--- src/rtl/ps2_scan_decoder.sv ---
// rtl/ps2_scan_decoder.sv - PS/2 Set-2 scan-code byte stream to key events.
// Optional typematic-repeat suppression is enabled with `define PS2_REPEAT_FILTER_EN.
module ps2_scan_decoder #(
  parameter int TIMEOUT_CYCLES = 200000,
  parameter int TIMEOUT_W      = 18
) (
  input  logic       clk100Mhz,
  input  logic       reset,
  input  logic [7:0] byte_in,
  input  logic       byte_valid,
  output logic [3:0] key_code1,
  output logic [3:0] key_code0,
  output logic       en7Seg,
  output logic       key_ext,
  output logic       key_release,
  output logic       key_strobe
);

  typedef enum logic [1:0] {IDLE, EXT, BRK, EXT_BRK} state_t;

  localparam logic [TIMEOUT_W-1:0] TO_LAST = TIMEOUT_W'(TIMEOUT_CYCLES - 1);

  state_t               r_state, w_next;
  logic [TIMEOUT_W-1:0] r_cnt;
  logic [7:0]           r_code;
  logic                 r_en, r_ext, r_rel, r_strobe;

  logic w_is_e0, w_is_f0, w_is_drop, w_timeout;
  logic w_emit, w_ev_ext, w_ev_rel, w_fire;

  assign w_is_e0   = (byte_in == 8'hE0);
  assign w_is_f0   = (byte_in == 8'hF0);
  assign w_is_drop = (byte_in == 8'hAA) || (byte_in == 8'hFA) || (byte_in == 8'hFE) ||
                     (byte_in == 8'hEE) || (byte_in == 8'h00) || (byte_in == 8'hFF);
  // A byte arriving on the last counted cycle takes precedence over the timeout.
  assign w_timeout = (r_state != IDLE) && (r_cnt == TO_LAST) && !byte_valid;

  always_comb begin
    w_next   = r_state;
    w_emit   = 1'b0;
    w_ev_ext = 1'b0;
    w_ev_rel = 1'b0;
    if (byte_valid) begin
      case (r_state)
        IDLE: begin
          if (w_is_e0)        w_next = EXT;
          else if (w_is_f0)   w_next = BRK;
          else if (!w_is_drop) w_emit = 1'b1;
        end
        EXT: begin
          if (w_is_f0)        w_next = EXT_BRK;
          else if (w_is_e0)   w_next = EXT;
          else begin
            w_next   = IDLE;
            w_emit   = !w_is_drop;
            w_ev_ext = 1'b1;
          end
        end
        BRK: begin
          if (w_is_f0)        w_next = BRK;
          else if (w_is_e0)   w_next = EXT_BRK;
          else begin
            w_next   = IDLE;
            w_emit   = !w_is_drop;
            w_ev_rel = 1'b1;
          end
        end
        default: begin
          if (w_is_f0 || w_is_e0) w_next = EXT_BRK;
          else begin
            w_next   = IDLE;
            w_emit   = !w_is_drop;
            w_ev_ext = 1'b1;
            w_ev_rel = 1'b1;
          end
        end
      endcase
    end else if (w_timeout) begin
      w_next = IDLE;
    end
  end

`ifdef PS2_REPEAT_FILTER_EN
  logic [8:0] r_held;
  logic       r_held_valid;
  logic       w_match;

  assign w_match = r_held_valid && (r_held == {w_ev_ext, byte_in});
  assign w_fire  = w_emit && !(!w_ev_rel && w_match);

  always_ff @(posedge clk100Mhz) begin
    if (reset) begin
      r_held       <= 9'd0;
      r_held_valid <= 1'b0;
    end else if (w_emit) begin
      if (!w_ev_rel && !w_match) begin
        r_held       <= {w_ev_ext, byte_in};
        r_held_valid <= 1'b1;
      end else if (w_ev_rel && w_match) begin
        r_held_valid <= 1'b0;
      end
    end
  end
`else
  assign w_fire = w_emit;
`endif

  always_ff @(posedge clk100Mhz) begin
    if (reset) begin
      r_state <= IDLE;
      r_cnt   <= '0;
    end else begin
      r_state <= w_next;
      if (byte_valid || (r_state == IDLE) || w_timeout) r_cnt <= '0;
      else                                              r_cnt <= r_cnt + 1'b1;
    end
  end

  always_ff @(posedge clk100Mhz) begin
    if (reset) begin
      r_code   <= 8'd0;
      r_en     <= 1'b0;
      r_ext    <= 1'b0;
      r_rel    <= 1'b0;
      r_strobe <= 1'b0;
    end else begin
      r_strobe <= w_fire;
      if (w_fire) begin
        r_ext <= w_ev_ext;
        r_rel <= w_ev_rel;
        // Breaks leave the code alone so the display keeps the last pressed key.
        if (!w_ev_rel) begin
          r_code <= byte_in;
          r_en   <= 1'b1;
        end
      end
    end
  end

  assign key_code1   = r_code[7:4];
  assign key_code0   = r_code[3:0];
  assign en7Seg      = r_en;
  assign key_ext     = r_ext;
  assign key_release = r_rel;
  assign key_strobe  = r_strobe;

endmodule
--- config.mk ---
export PLATFORM = sky130hd
export DESIGN_NAME = ps2_scan_decoder
export DESIGN_NICKNAME = d
export VERILOG_FILES = /design/src/rtl/ps2_scan_decoder.sv
export SDC_FILE = /design/constraint.sdc
export NUM_CORES = 1
export LEC_CHECK = 0
export CAP_MARGIN = 10
export CORE_MARGIN = 2
export CORE_UTILIZATION = 53
export CTS_CLUSTER_SIZE = 8
export DETAILED_ROUTE_END_ITERATION = 12
export PLACE_DENSITY_LB_ADDON = 0.15
export SYNTH_ARGS = -nofsm -noshare
export SYNTH_HDL_FRONTEND = slang
export SYNTH_SLANG_ARGS = --single-unit
--- constraint.sdc ---
create_clock -name clk100Mhz -period 2.01 [get_ports clk100Mhz]
set_input_delay 0.201 -clock clk100Mhz [delete_from_list [all_inputs] [get_ports clk100Mhz]]
set_output_delay 0.201 -clock clk100Mhz [all_outputs]
set_load 0.01 [all_outputs]
==> results by group, run 1 <==
Outcome
  • Status: finished, final reports clean

Yosys
  • #FFs+latches synth: 32
  • Synth warn: 0
  • Synth Flop Type: dfxtp_1
  • Syn Nets: 184
  • Sequential area share after synthesis: 41.9%
  • Asr flop ratio synth: 0%
  • Mapped cell area: 1530 sq um
  • Syn_area_per_cell: 9.09 sq um
  • Cell variety after synth: 34
  • Mapped Cells: 168
  • Post-synth EDFFs: 0

CTS
  • # Post-CTS Setup Buffers: 0
  • Clock buffer depth: 2
  • CTS tree: built
  • Clk_lat worst skew: 0.34 ns
  • Clk sinks: 32
  • Clock tree root driver cell: clkbuf_4
  • Hold Buf Count CTS: 0
  • Register clock-pin slew on the reported worst setup and hold paths: 0.09 ns
  • Cts repair resizes: 0
  • CTS buffer count: 5
  • CTS HTree Levels: 2

Placement
  • DPL Wire Length: 2140 microns
  • Routability cong.: 0.877
  • Area after DPL: 1810 sq um
  • Port bufs: 22

Critical path
  • Crit path max fanout: 18
  • Reg2Reg Depth: 6
  • CP Class: flip-flop to flip-flop
  • RR Endpoint: r_cnt[15]
  • CP required: 2.24 ns
  • Worst r2r src: r_cnt[14]
  • Critical Path AT: 2.02 ns
  • CP startpoint kind: flip-flop
  • Crit. End Element: flip-flop
  • R2r setup slk: 0.22 ns

Floorplanning
  • I/O pin total: 23
  • # rows: 19
  • Die Ht: 57.7 microns
  • Die extent in x: 57.7 microns
  • Starting Density: 55.4%
  • Core area: 2760 sq um
  • DIE AREA: 3330 sq um

Detailed routing
  • WL final: 2950 microns
  • ANT nets after route: 0
  • DR DRC count: 0
  • Met3 wire length: 151 microns
  • Violation count after the first detailed-route iteration: 47
  • First-pass iteration count of the detailed router: 4
  • Wirelength per Cell: 12.7 microns
  • DR vias/cell: 5.40
  • Vias: 1252
  • Top Layer Used: met4
  • WL met1: 1310 microns
  • Met2 Wirelength: 1430 microns

GRT
  • GRT Util Overall: 20.2%
  • GR Overflow Total: 0
  • Vias in the first global route: 1254
  • Pin count of the biggest net entering global routing: 23
  • Global-route wire length before repair: 5110 microns
  • Initial antenna violation count: 0

Min path
  • WHS Path Cells: 1
  • Hold path start: r_cnt[0]
  • Hold Path Sink: r_cnt[0]
  • Hold Path Class: flip-flop to flip-flop

STA
  • Final Hold Vio Count: 0
  • Setup TNS: 0 ns
  • Relative slew slack: 71.9%
  • Slew @ Worst Pin: 0.420 ns
  • Final period util: 89.2%
  • FMAX: 557 MHz
  • Final worst path period need: 1.79 ns
  • RSZ-0062 raised after global routing: no
  • Final max-slew violation count: 0
  • Worst clock skew: 0.0113 ns
  • Final Setup Violations: 0

Finish
  • Syn-to-layout area delta: 22.7%
  • Number of fillers in the final layout: 236
  • # diodes: 0
  • Fin area: 1870 sq um
  • Most common cell after layout, fill and taps aside: dfxtp_1
  • Layout net count: 216
  • Share of layout cells above drive strength 1: 11.9%
  • Most frequent cells in the layout: dfxtp_1 (32), nor2_1 (25), clkdlybuf4s50_1 (22)

Job
  • Maxcap violations: 0

Power and ir drop
  • Worst vdd ir: 474 uV
  • Cell Pwr Density: 624 nW/um^2
  • Leak: 0.707 nW
## state kept, by name, summed over array words and instances (netlist names)
name / cells
en7Seg: 1
key_ext: 1
key_release: 1
key_strobe: 1
r_cnt: 18
r_code: 8
r_state: 2
## where the power goes
group | internal [mW] | switching (mW)
Combinational | 0.0737 | 0.0493
Clock | 0.166 | 0.225
Sequential | 0.649 | 0.00665
Total | 0.889 | 0.281
## worst max-delay path by stage
stage          depth (start not counted)        end        from  slack [ns]
2_1_floorplan                          7     en7Seg  r_state[0]        0.26
3_3_place_gp                           7  r_code[2]  byte_in[2]        0.05
3_5_place_dp                           7  r_code[3]  byte_in[2]      -0.007
4_1_cts                                6  r_cnt[15]   r_cnt[14]        0.20
5_1_grt                                7  r_code[1]  r_state[0]        0.12
6_report                               6  r_cnt[15]   r_cnt[14]        0.22
## cell usage after synthesis, types with 5 or more instances
cell / number / area [sq um]
dfxtp_1: 32 / 641
ha_1: 5 / 62.6
mux2i_1: 9 / 90.1
nand2_1: 10 / 37.5
nand2b_1: 16 / 100
nand3_1: 7 / 35.0
nor2_1: 25 / 93.8
xnor2_1: 5 / 43.8
xor2_1: 10 / 87.6
## worst max-delay path: stages (launching register included)
cell     delay (ns)
dfxtp_1        0.35
or4b_1         0.54
nor4b_2        0.24
a31o_2         0.21
or3_1          0.15
buf_12         0.15
nor2_1         0.06
## logic make-up (layout without fill, tap and decap cells)
| logic type | count (synthesis) | in the layout | share of synthesized area, % |
|---|---|---|---|
| fa+ha+maj | 5 | 5 | 4.10 |
| mux | 9 | 9 | 5.90 |
| simple gates | 84 | 84 | 29.1 |
| flops | 32 | 32 | 41.9 |
| buf+inv | 9 | 42 | 4.01 |
| compound gates | 14 | 14 | 6.39 |
| xor+xnor | 15 | 15 | 8.60 |
## cell type report
class / instances / area, sq um / area share, %
multi-input combinational: 127 / 826 / 44.1
inverter: 4 / 15.0 / 0.801
tap: 31 / 38.8 / 2.07
clock buffer: 6 / 51.3 / 2.74
timing repair buffer: 30 / 293 / 15.6
clock inverter: 2 / 10.0 / 0.534
sequential: 32 / 641 / 34.2
## per-layer routing
metal,track usage (%),vias up
met1,22.2,589
li1,-,635
met4,9.63,0
met2,34.6,21
met3,7.37,7
met5,0,-
## through the flow
stage	instances	hold slack [ns]	util (%)	total power [mW]	setup WS, ns
global route	232	0.484	68.0	1.23	0.125
global placement	224	0.429	65.7	0.792	0.0465
floorplan	168	0.356	-	0.722	0.264
finish	232	0.449	68.0	1.17	0.216
CTS	232	0.453	68.0	1.18	0.196
detailed placement	224	0.436	65.7	0.793	-0.00709
Power figures use the tool's default switching activity.
==> run 2: changes to the inputs <==
CORE_UTILIZATION = 35   (was 53)
==> results by group, run 2 (synthesis results as in run 1) <==
Outcome
  • Status: finished, final reports clean

Detailed routing
  • WL final: 3020 microns
  • ANT nets after route: 0
  • DR DRC count: 0
  • First-pass iteration count of the detailed router: 4
  • Wirelength per Cell: 11.9 microns
  • Vias: 1209
  • DR vias/cell: 4.76
  • Violation count after the first detailed-route iteration: 34

GRT
  • Vias in the first global route: 1272
  • GRT Util Overall: 13.8%
  • Global-route wire length before repair: 5510 microns
  • Pin count of the biggest net entering global routing: 23
  • Initial antenna violation count: 0
  • GR Overflow Total: 0

Finish
  • Most frequent cells in the layout: dfxtp_1 (32), nor2_1 (25), clkdlybuf4s50_1 (22)
  • Max FFs per register: 18
  • Regs by FF count: r_cnt: 18 flops, r_code: 8 flops, r_state: 2 flops
  • Layout net count: 217
  • Syn-to-layout area delta: 27.0%
  • Most common cell after layout, fill and taps aside: dfxtp_1
  • Largest Register: r_cnt
  • Post-layout instance count excluding filler cells: 254
  • # diodes: 0
  • Share of layout cells above drive strength 1: 11.9%
  • Number of fillers in the final layout: 424

Placement
  • Port bufs: 22
  • Placed cell count: 246
  • Worst slack, placed: -0.00995 ns
  • Routability cong.: 0.768
  • DPL Wire Length: 2280 microns

STA
  • Final worst path period need: 1.81 ns
  • Worst hold slack: 0.445 ns
  • Final Setup Violations: 0
  • PnR worst setup slack: 0.198 ns
  • Setup TNS: 0 ns
  • FMAX: 552 MHz
  • RSZ-0062 raised after global routing: no
  • Relative slew slack: 71.6%
  • Slew @ Worst Pin: 0.424 ns
  • Final Hold Vio Count: 0
  • Final max-slew violation count: 0
  • Worst clock skew: 0.00473 ns
  • Final period util: 90.1%

CTS
  • CTS HTree Levels: 2
  • Clock buffer depth: 2
  • CTS tree: built
  • Clk_lat worst skew: 0.28 ns
  • Clk sinks: 32
  • Register clock-pin slew on the reported worst setup and hold paths: 0.07 ns
  • Clock tree root driver cell: clkbuf_8
  • CTS buffer count: 5
  • Cts repair resizes: 0
  • Hold Buf Count CTS: 0
  • # Post-CTS Setup Buffers: 0

Floorplanning
  • Die Ht: 70.1 microns
  • I/O pin total: 23
  • Die extent in x: 70.1 microns
  • DIE AREA: 4910 sq um
  • Starting Density: 35.8%
  • Core area: 4260 sq um
  • # rows: 24

Power and ir drop
  • Overall power: 1.29 mW
  • Worst vdd ir: 386 uV
  • Cell Pwr Density: 664 nW/um^2
  • Leak: 0.717 nW

Min path
  • Hold Path Class: flip-flop to flip-flop

Job
  • Maxcap violations: 0

Critical path
  • Crit. End Element: flip-flop
  • CP Class: flip-flop to flip-flop
  • CP startpoint kind: flip-flop
  • Critical Path AT: 1.99 ns
  • Critical Path Max Stage Delay: 0.40 ns
  • Crit-path slowest cell: or3_1
  • Crit path max fanout: 7
  • Worst-path cell chain: inv_1, ha_1, or3_1, o2111ai_1, nor3_1, buf_4, o21ba_2
  • CP required: 2.19 ns
-- run 2: cell types whose count changed in the layout (fill, tap and decap cells not counted) --
cell / previous run / this run
buf_4: 7 / 8
clkbuf_1: 0 / 1
clkbuf_4: 5 / 0
clkbuf_8: 1 / 6
clkinv_2: 2 / 0
clkinvlp_4: 0 / 1
-- run 2: layout make-up --
class	instances	area, sq um	area share [%]
timing repair buffer	31	300	15.5
tap	52	65.1	3.35
multi-input combinational	127	826	42.6
sequential	32	641	33.0
inverter	4	15.0	0.774
clock inverter	1	7.51	0.387
clock buffer	7	86.3	4.45
-- run 2: worst paths after layout --
kind / start / endpoint / slack (ns) / depth (start not counted)
min reg2reg: r_cnt[0] / r_cnt[0] / 0.45 / 1
max reg2reg: r_state[0] / en7Seg / 0.20 / 7
min: r_cnt[0] / r_cnt[0] / 0.45 / 1
max: r_state[0] / en7Seg / 0.20 / 7
-- run 2: critical path, delay by kind of cell (launching register included) --
kind / cells / cell delay, ns
compound gates: 2 / 0.32
fa+ha+maj: 1 / 0.28
buf+inv: 2 / 0.26
flops: 1 / 0.36
simple gates: 2 / 0.49
-- run 2: metal layers --
metal	up-vias	wire, microns	track usage [%]
met5	-	0	0
met4	0	46	5.98
met3	5	114	3.90
met2	20	1540	24.7
met1	548	1330	15.1
li1	636	-	-
-- run 2: power breakdown --
group / switching, mW / leakage, nW / internal, mW
clock: 0.230 / 0.0445 / 0.278
sequential: 0.00751 / 0.260 / 0.649
combinational: 0.0500 / 0.413 / 0.0737
total: 0.287 / 0.717 / 1.00
-- run 2: per-stage QoR --
| stage | instance area (sq um) | util, % |
|---|---|---|
| floorplan | 1530 | - |
| global placement | 1850 | 43.3 |
| finish | 1940 | 45.5 |
| CTS | 1940 | 45.5 |
| detailed placement | 1850 | 43.3 |
| global route | 1940 | 45.5 |
==> run 3: changes to the inputs <==
CTS_CLUSTER_DIAMETER = 150   (was unset)
==> results of run 3 <==
Final layout, timing and power as in run 2 (identical DEF).
